==> src/rtl/db_write_ctrl.sv <==
// Write-side controller of the USB endpoint data buffer: arbitrates TX/RX store
// requests, drives the buffer RAM write port and owns the occupancy count.
module db_write_ctrl #(
    parameter int DEPTH  = 64,
    parameter int DATA_W = 8,
    parameter int PTR_W  = 7
) (
    input  logic              clk,
    input  logic              rst,
    input  logic              store_tx_data,
    input  logic [DATA_W-1:0] tx_packet_data,
    input  logic              store_rx_packet_data,
    input  logic [DATA_W-1:0] rx_packet_data,
    input  logic              read_en,
    input  logic              clear,
    input  logic              flush,
    output logic              write_en,
    output logic [PTR_W-1:0]  write_ptr,
    output logic [DATA_W-1:0] write_data,
    output logic [PTR_W-1:0]  buff_occ,
    output logic              buff_full,
    output logic              overflow
);

    localparam logic [PTR_W-1:0] DEPTH_P = PTR_W'(DEPTH);
    localparam logic [PTR_W-1:0] LAST_P  = PTR_W'(DEPTH - 1);
    localparam logic [PTR_W-1:0] ONE_P   = PTR_W'(1);

    logic [PTR_W-1:0]  next_slot;
    logic              req;
    logic              accept;
    logic              pop;
    logic              drop;
    logic [DATA_W-1:0] sel_data;
    logic [PTR_W-1:0]  occ_next;

    // NOTE: every always_comb output gets a default first so no latch is inferred.
    always_comb begin
        req      = store_tx_data | store_rx_packet_data;
        accept   = req && (buff_occ < DEPTH_P);
        pop      = read_en && (buff_occ != '0);
        // TX wins a simultaneous request; the RX byte is lost and flagged.
        drop     = (store_tx_data && store_rx_packet_data) || (req && !accept);
        sel_data = store_tx_data ? tx_packet_data : rx_packet_data;
        occ_next = buff_occ;
        if (accept && !pop) begin
            occ_next = buff_occ + ONE_P;
        end else if (!accept && pop) begin
            occ_next = buff_occ - ONE_P;
        end
    end

    // NOTE: sequential state uses non-blocking assignments so all registers
    // update together from the same pre-edge values.
    always_ff @(posedge clk) begin
        if (rst) begin
            write_en   <= 1'b0;
            write_ptr  <= '0;
            write_data <= '0;
            buff_occ   <= '0;
            buff_full  <= 1'b0;
            overflow   <= 1'b0;
            next_slot  <= '0;
        end else if (clear || flush) begin
            // Any byte still in flight is discarded along with the contents.
            write_en  <= 1'b0;
            write_ptr <= '0;
            buff_occ  <= '0;
            buff_full <= 1'b0;
            overflow  <= 1'b0;
            next_slot <= '0;
        end else begin
            write_en  <= accept;
            buff_occ  <= occ_next;
            buff_full <= (occ_next == DEPTH_P);
            if (drop) begin
                overflow <= 1'b1;
            end
            if (accept) begin
                write_data <= sel_data;
                write_ptr  <= next_slot;
                next_slot  <= (next_slot == LAST_P) ? '0 : next_slot + ONE_P;
            end
        end
    end

endmodule
==> config.mk <==
export PLATFORM = sky130hd
export DESIGN_NAME = db_write_ctrl
export DESIGN_NICKNAME = d
export VERILOG_FILES = /design/src/rtl/db_write_ctrl.sv
export SDC_FILE = /design/constraint.sdc
export NUM_CORES = 1
export LEC_CHECK = 0
export CAP_MARGIN = 5
export CORE_ASPECT_RATIO = 1.4
export CORE_MARGIN = 3
export CORE_UTILIZATION = 37
export CTS_BUF_LIST = sky130_fd_sc_hd__clkbuf_8
export DETAILED_ROUTE_END_ITERATION = 6
export HOLD_SLACK_MARGIN = 0.05
export PLACE_DENSITY = 0.63
export SYNTH_ARGS = -nofsm -noshare
export SYNTH_HDL_FRONTEND = slang
export SYNTH_SLANG_ARGS = --single-unit
==> constraint.sdc <==
create_clock -name clk -period 3.1 [get_ports clk]
set_clock_uncertainty 0.2 [all_clocks]
set_input_delay 0.62 -clock clk [delete_from_list [all_inputs] [get_ports clk]]
set_output_delay 0.62 -clock clk [all_outputs]
set_load 0.005 [all_outputs]
==> results of run 1 <==
==> state kept, by name, indices dropped and copies added, names as in the netlist <==
register	cells
overflow	1
write_data	8
next_slot	7
buff_occ	7
write_en	1
write_ptr	7
buff_full	1
==> layout make-up <==
type                       count  area [um^2]
timing repair buffer          54          523
tap                           43         53.8
sequential                    32          641
clock buffer                   5         68.8
clock inverter                 3         42.5
fill                         388         1780
inverter                       3         11.3
multi-input combinational    142          868
==> cells in the final DEF, fill, tap and decap left out, types with 2 or more instances in the layout <==
master / instances
nand4_1: 5
a31oi_1: 2
dfxtp_1: 32
nand3_1: 3
xor2_1: 7
inv_1: 3
clkbuf_8: 5
buf_4: 7
a211oi_1: 12
nand2_1: 24
nor4_1: 3
and3_1: 3
mux2i_1: 8
o31ai_1: 2
or3_1: 4
nor3_1: 5
clkdlybuf4s50_1: 47
a21oi_1: 16
nor2_1: 26
ha_1: 4
o211a_1: 2
==> layer usage <==
| layer | up-vias | GRT usage [%] | share of wire [%] | wire, um |
|---|---|---|---|---|
| li1 | 772 | - | - | - |
| met1 | 685 | 18.7 | 43 | 1680 |
| met4 | 0 | 7.38 | 2.1 | 80 |
| met5 | - | 0 | 0 | 0 |
| met3 | 8 | 4.49 | 6.3 | 247 |
| met2 | 45 | 29.0 | 49 | 1900 |
==> kinds of logic (layout without fill, tap and decap cells) <==
family / Yosys count / count (layout)
multiplexers: 9 / 9
flip-flops: 32 / 32
AND/OR/NAND/NOR: 78 / 78
XOR/XNOR: 8 / 8
AO/OA/AOI/OAI: 42 / 42
buffers and inverters: 12 / 65
adder cells (fa/ha/maj): 5 / 5
==> worst min-delay path, delay by kind of cell, from the launching register on <==
kind               cells  cell delay (ns)
DFF                    1             0.31
AOI/OAI and AO/OA      1             0.05
and+or+nand+nor        1             0.05
==> final timing paths <==
kind | to | slack, ns | cells after the start
worst max-delay path | buff_full | 0.47 | 8
worst min-delay path | write_ptr[4] | 0.25 | 2
worst max register to register | buff_full | 0.47 | 8
worst min register to register | write_ptr[4] | 0.25 | 2
==> report_power, final <==
group / switching (mW) / internal, mW / total (mW)
clock network: 0.166 / 0.238 / 0.403
registers: 0.00565 / 0.421 / 0.426
logic: 0.0577 / 0.0699 / 0.128
total: 0.229 / 0.728 / 0.957
==> through the flow <==
step                instances  cell area [um^2]
CTS                       282              2210
global placement          274              2100
finish                    282              2210
floorplan                 186              1560
detailed placement        274              2100
global route              282              2210
==> flow_summary.json, run 1 <==
{
  "utilization_pct": 55.4,
  "crit_chain": "inv_1 > ha_1 > nor3b_1 > nand2_1 > a2111oi_0 > a211oi_1 > nor4_1 > and4b_1",
  "cts_setup_buffers": 0,
  "grt_use_total_pct": 16.7,
  "synth_most_common_cell": "dfxtp_1",
  "vias": 1510,
  "drv_cap": 0,
  "ys_top_cells_by_count": "dfxtp_1, nor2_1, nand2_1",
  "vias_per_cell": 5.35,
  "hold_start": "write_ptr[4]",
  "grt_overflow": 0,
  "synth_compound_area_share_pct": 18.3,
  "cp_data_arrival_time_ns": 2.67,
  "required_ns": 3.14,
  "drt_iter0_markers": 36,
  "cp-end-kind": "flip-flop",
  "hold_buffers": 0,
  "cts_tree": "built",
  "hold_viol": 0,
  "finalCriticalPeriod_ns": 2.63,
  "synth_warnings": 0,
  "initial_utilization_pct": 39.1,
  "synth_async_sr_flop_share_pct": 0,
  "cts_buffers": 5,
  "critPathTopFamily": "simple AND/OR/NAND/NOR gates",
  "synth.avg_cell_area_um2": 8.37,
  "syn_nets": 213,
  "antenna_found_initial": 0,
  "status": "finished, final reports clean",
  "clk_pin_slew_worst_paths_ns": 0.07,
  "area_growth_pct": 41.8,
  "coreArea_um2": 3990,
  "io_pins": 48,
  "setup_slack_ns": 0.470,
  "tightestPinTransition_ns": 0.483,
  "htree_levels": 2,
  "avgRoutedWirePerCell_um": 13.8,
  "ys_seq_area_share_pct": 41.1,
  "fin_nets": 265,
  "grt_pass1_wl_um": 6350,
  "crit_buf_inv": 1,
  "critPathMaxStageDelay_ns": 0.54,
  "max_slew_margin_pct": 66.9,
  "rsz0062_at_grt": "false",
  "hpwl_um": 2870,
  "finalPower_uw": 957,
  "finalSetupTns_ns": 0,
  "dr.pass1.iters": 4,
  "drc": 0,
  "fp.dieH_um": 82.8,
  "ant_nets": 0,
  "p_leak_nw": 0.838,
  "fp.dieArea_um2": 5040,
  "ys.flop_type": "dfxtp_1",
  "cp_max_fo": 9,
  "grt_max_degree": 19,
  "min_period_over_period_pct": 84.8,
  "min_path_type": "reg -> reg",
  "ys_ff_latch": 32,
  "synth.distinct_cells": 37,
  "cellPowerDensity_nw_per_um2": 434,
  "syn_inst": 186,
  "slew_viol_final": 0,
  "gp_congestion": 0.858,
  "netlist_area_um2": 1560,
  "numPortBuffers": 47,
  "synthMuxAreaShare_pct": 5.86,
  "clk_latency_ns": 0.29,
  "synth_top_area_share_pct": 41.1,
  "insertedDiodeCount": 0,
  "cts_root_buf": "clkbuf_8",
  "rr_startpoint": "buff_occ[1]",
  "synth-simple-area-share_pct": 23.2,
  "setup_viol": 0,
  "rows": 27,
  "max_freq_mhz": 380,
  "cts_resized": 0,
  "cp_slowest_cell": "a2111oi_0",
  "synth_top_family_by_area": "simple AND/OR/NAND/NOR gates",
  "worst_hold_slack_ns": 0.255,
  "clk_path_buf_depth": 2,
  "cts.sinks": 32,
  "die_w_um": 60.8,
  "ir_drop_mv": 0.288,
  "startpoint": "buff_occ[1]",
  "synth_area_leaders": "dfxtp_1, nor2_1, a211oi_1, nand2_1, a21oi_1",
  "preCtsSetupSlack_ns": 0.277,
  "synth_edf_count": 0,
  "grt_pass1_vias": 1471,
  "yosysTopAreaCell": "dfxtp_1",
  "worst-setup-path-type": "reg -> reg",
  "synth_xor_area_share_pct": 4.50,
  "layout-drive-gt1-share_pct": 7.53,
  "crit_path_start_kind": "flip-flop",
  "wl_um": 3900,
  "yosys.area_share.adder_pct": 3.86
}
(Power assumes the default switching activity.)
==> run 2: changes to the inputs <==
--- a/config.mk
+++ b/config.mk
@@ -12,7 +12,7 @@
 export CTS_BUF_LIST = sky130_fd_sc_hd__clkbuf_8
 export DETAILED_ROUTE_END_ITERATION = 6
 export HOLD_SLACK_MARGIN = 0.05
-export PLACE_DENSITY = 0.63
+export PLACE_DENSITY = 0.65
 export SYNTH_ARGS = -nofsm -noshare
 export SYNTH_HDL_FRONTEND = slang
 export SYNTH_SLANG_ARGS = --single-unit
==> constraint.sdc (replaced) <==
create_clock -name clk -period 2.1 [get_ports clk]
set_clock_uncertainty 0.2 [all_clocks]
set_input_delay 0.42 -clock clk [delete_from_list [all_inputs] [get_ports clk]]
set_output_delay 0.42 -clock clk [all_outputs]
set_load 0.005 [all_outputs]
==> flow_summary.json, run 2 (synthesis results as in run 1) <==
{
  "cts_buffers": 5,
  "rsz0062_at_grt": "true",
  "cts_tree": "built",
  "required_ns": 2.08,
  "ir_drop_mv": 0.326,
  "coreArea_um2": 3990,
  "cts.sinks": 32,
  "hpwl_um": 3090,
  "hold_viol": 0,
  "drc": 0,
  "worst-setup-path-type": "reg -> reg",
  "grt_overflow": 0,
  "finalCriticalPeriod_ns": 2.08,
  "antenna_found_initial": 0,
  "crit_cells": 8,
  "finalNonFillerCells": 314,
  "status": "finished, final reports clean",
  "cp_data_arrival_time_ns": 2.05,
  "placedCellCount": 304,
  "rows": 27,
  "slew_viol_final": 0,
  "setup_viol": 0,
  "max_freq_mhz": 482,
  "fin_nets": 297,
  "clk_path_buf_depth": 2,
  "grt_max_degree": 17,
  "cp-end-kind": "flip-flop",
  "crit_buf_inv": 1,
  "clk_latency_ns": 0.28,
  "preCtsSetupSlack_ns": -0.472,
  "max_slew_margin_pct": 76.6,
  "hold_path_depth": 2,
  "mostFrequentLayoutCells": "clkdlybuf4s50_1, buf_4, dfxtp_1, nor2_1, nand2_1",
  "gp_congestion": 0.880,
  "fp.dieH_um": 82.8,
  "vias_per_cell": 5.23,
  "numPortBuffers": 47,
  "dr.pass1.iters": 4,
  "cellPowerDensity_nw_per_um2": 563,
  "fillers": 353,
  "tightestPinTransition_ns": 0.349,
  "grt_pass1_wl_um": 6600,
  "htree_levels": 2,
  "min_path_type": "reg -> reg",
  "avgRoutedWirePerCell_um": 13.0,
  "initial_utilization_pct": 39.1,
  "clk_pin_slew_worst_paths_ns": 0.07,
  "ant_nets": 0,
  "io_pins": 48,
  "p_leak_nw": 1.02,
  "mostFrequentLayoutCell": "clkdlybuf4s50_1",
  "fp.dieArea_um2": 5040,
  "insertedDiodeCount": 0,
  "area_growth_pct": 63.9,
  "cts_root_buf": "clkbuf_8",
  "cp_slowest_cell": "dfxtp_4",
  "drv_cap": 0,
  "hold_buffers": 0,
  "largest_reg_flops": 8,
  "grt_pass1_vias": 1500,
  "vias": 1643,
  "crit_path_start_kind": "flip-flop",
  "layout-drive-gt1-share_pct": 24.4,
  "cp_max_fo": 4,
  "critPathMaxStageDelay_ns": 0.35,
  "min_period_over_period_pct": 98.8,
  "critPathTopFamily": "compound AO/OA/AOI/OAI gates",
  "die_w_um": 60.8,
  "wl_um": 4090,
  "rr_worst_depth": 8,
  "crit_chain": "inv_4 > ha_4 > nor2b_1 > a21oi_1 > mux2_2 > a211oi_1 > nor4_2 > and4b_1",
  "drt_iter0_markers": 34,
  "largest_register": "write_data",
  "grt_use_total_pct": 17.5,
  "setup_slack_ns": 0.0246
}
[run 2: cell types whose count changed in the layout (fill, tap and decap cells not counted), moves of 2 or more]
cell / before / now
ha_1: 4 / 2
ha_4: 0 / 2
dfxtp_4: 0 / 2
dfxtp_1: 32 / 30
inv_4: 0 / 2
buf_4: 7 / 39
clkdlybuf4s50_1: 47 / 44
[run 2: worst register-to-register path, stage by stage (launching register included)]
cell and delay, ns:
dfxtp_4 0.35, inv_4 0.05, ha_4 0.16, nor2b_1 0.14
a21oi_1 0.18, mux2_2 0.35, a211oi_1 0.29, nor4_2 0.06
and4b_1 0.20
[run 2: layout make-up]
cell class / instances / area, um^2 / share of cell area, %
clock buffer: 5 / 68.8 / 2.70
timing repair buffer: 86 / 763 / 29.9
multi-input combinational: 142 / 963 / 37.7
inverter: 3 / 16.3 / 0.637
clock inverter: 3 / 38.8 / 1.52
sequential: 32 / 648 / 25.4
tap: 43 / 53.8 / 2.11
[run 2: report_power, final]
| part | internal [mW] | switching [mW] |
|---|---|---|
| registers | 0.619 | 0.00771 |
| logic | 0.141 | 0.101 |
| clock network | 0.347 | 0.220 |
| total | 1.11 | 0.329 |
[run 2: path summary, 6_finish.rpt]
| path | from | endpoint | slack, ns |
|---|---|---|---|
| max reg2reg | buff_occ[0] | buff_full | 0.02 |
| min reg2reg | write_ptr[3] | write_ptr[3] | 0.26 |
| max | buff_occ[0] | buff_full | 0.02 |
| min | write_ptr[3] | write_ptr[3] | 0.26 |
[run 2: per-stage QoR]
| step | instance area, um^2 | utilization [%] | TNS [ns] | power (mW) | hold WS, ns |
|---|---|---|---|---|---|
| finish | 2550 | 64.0 | 0 | 1.44 | 0.257 |
| global route | 2550 | 64.0 | -0.0434 | 1.50 | 0.279 |
| CTS | 2510 | 62.9 | -0.0259 | 1.44 | 0.258 |
| detailed placement | 2340 | 58.7 | -3.78 | 0.864 | 0.249 |
| global placement | 2340 | 58.7 | -3.33 | 0.862 | 0.246 |
| floorplan | 1580 | - | 0 | 0.734 | 0.253 |
[run 2: repair_timing]
item | in CTS | in global routing
setup endpoints to repair | 1 | 1
pin swaps | 7 | 3
gates resized for setup | 17 | 8
setup buffers | 2 | 0
[run 2: layer usage]
metal	wire [um]	GRT usage, %	part of all wire, %
met1	1720	20.1	42
met2	2090	30.3	51
met3	183	4.64	4.5
met4	97	6.51	2.4
met5	0	0	0
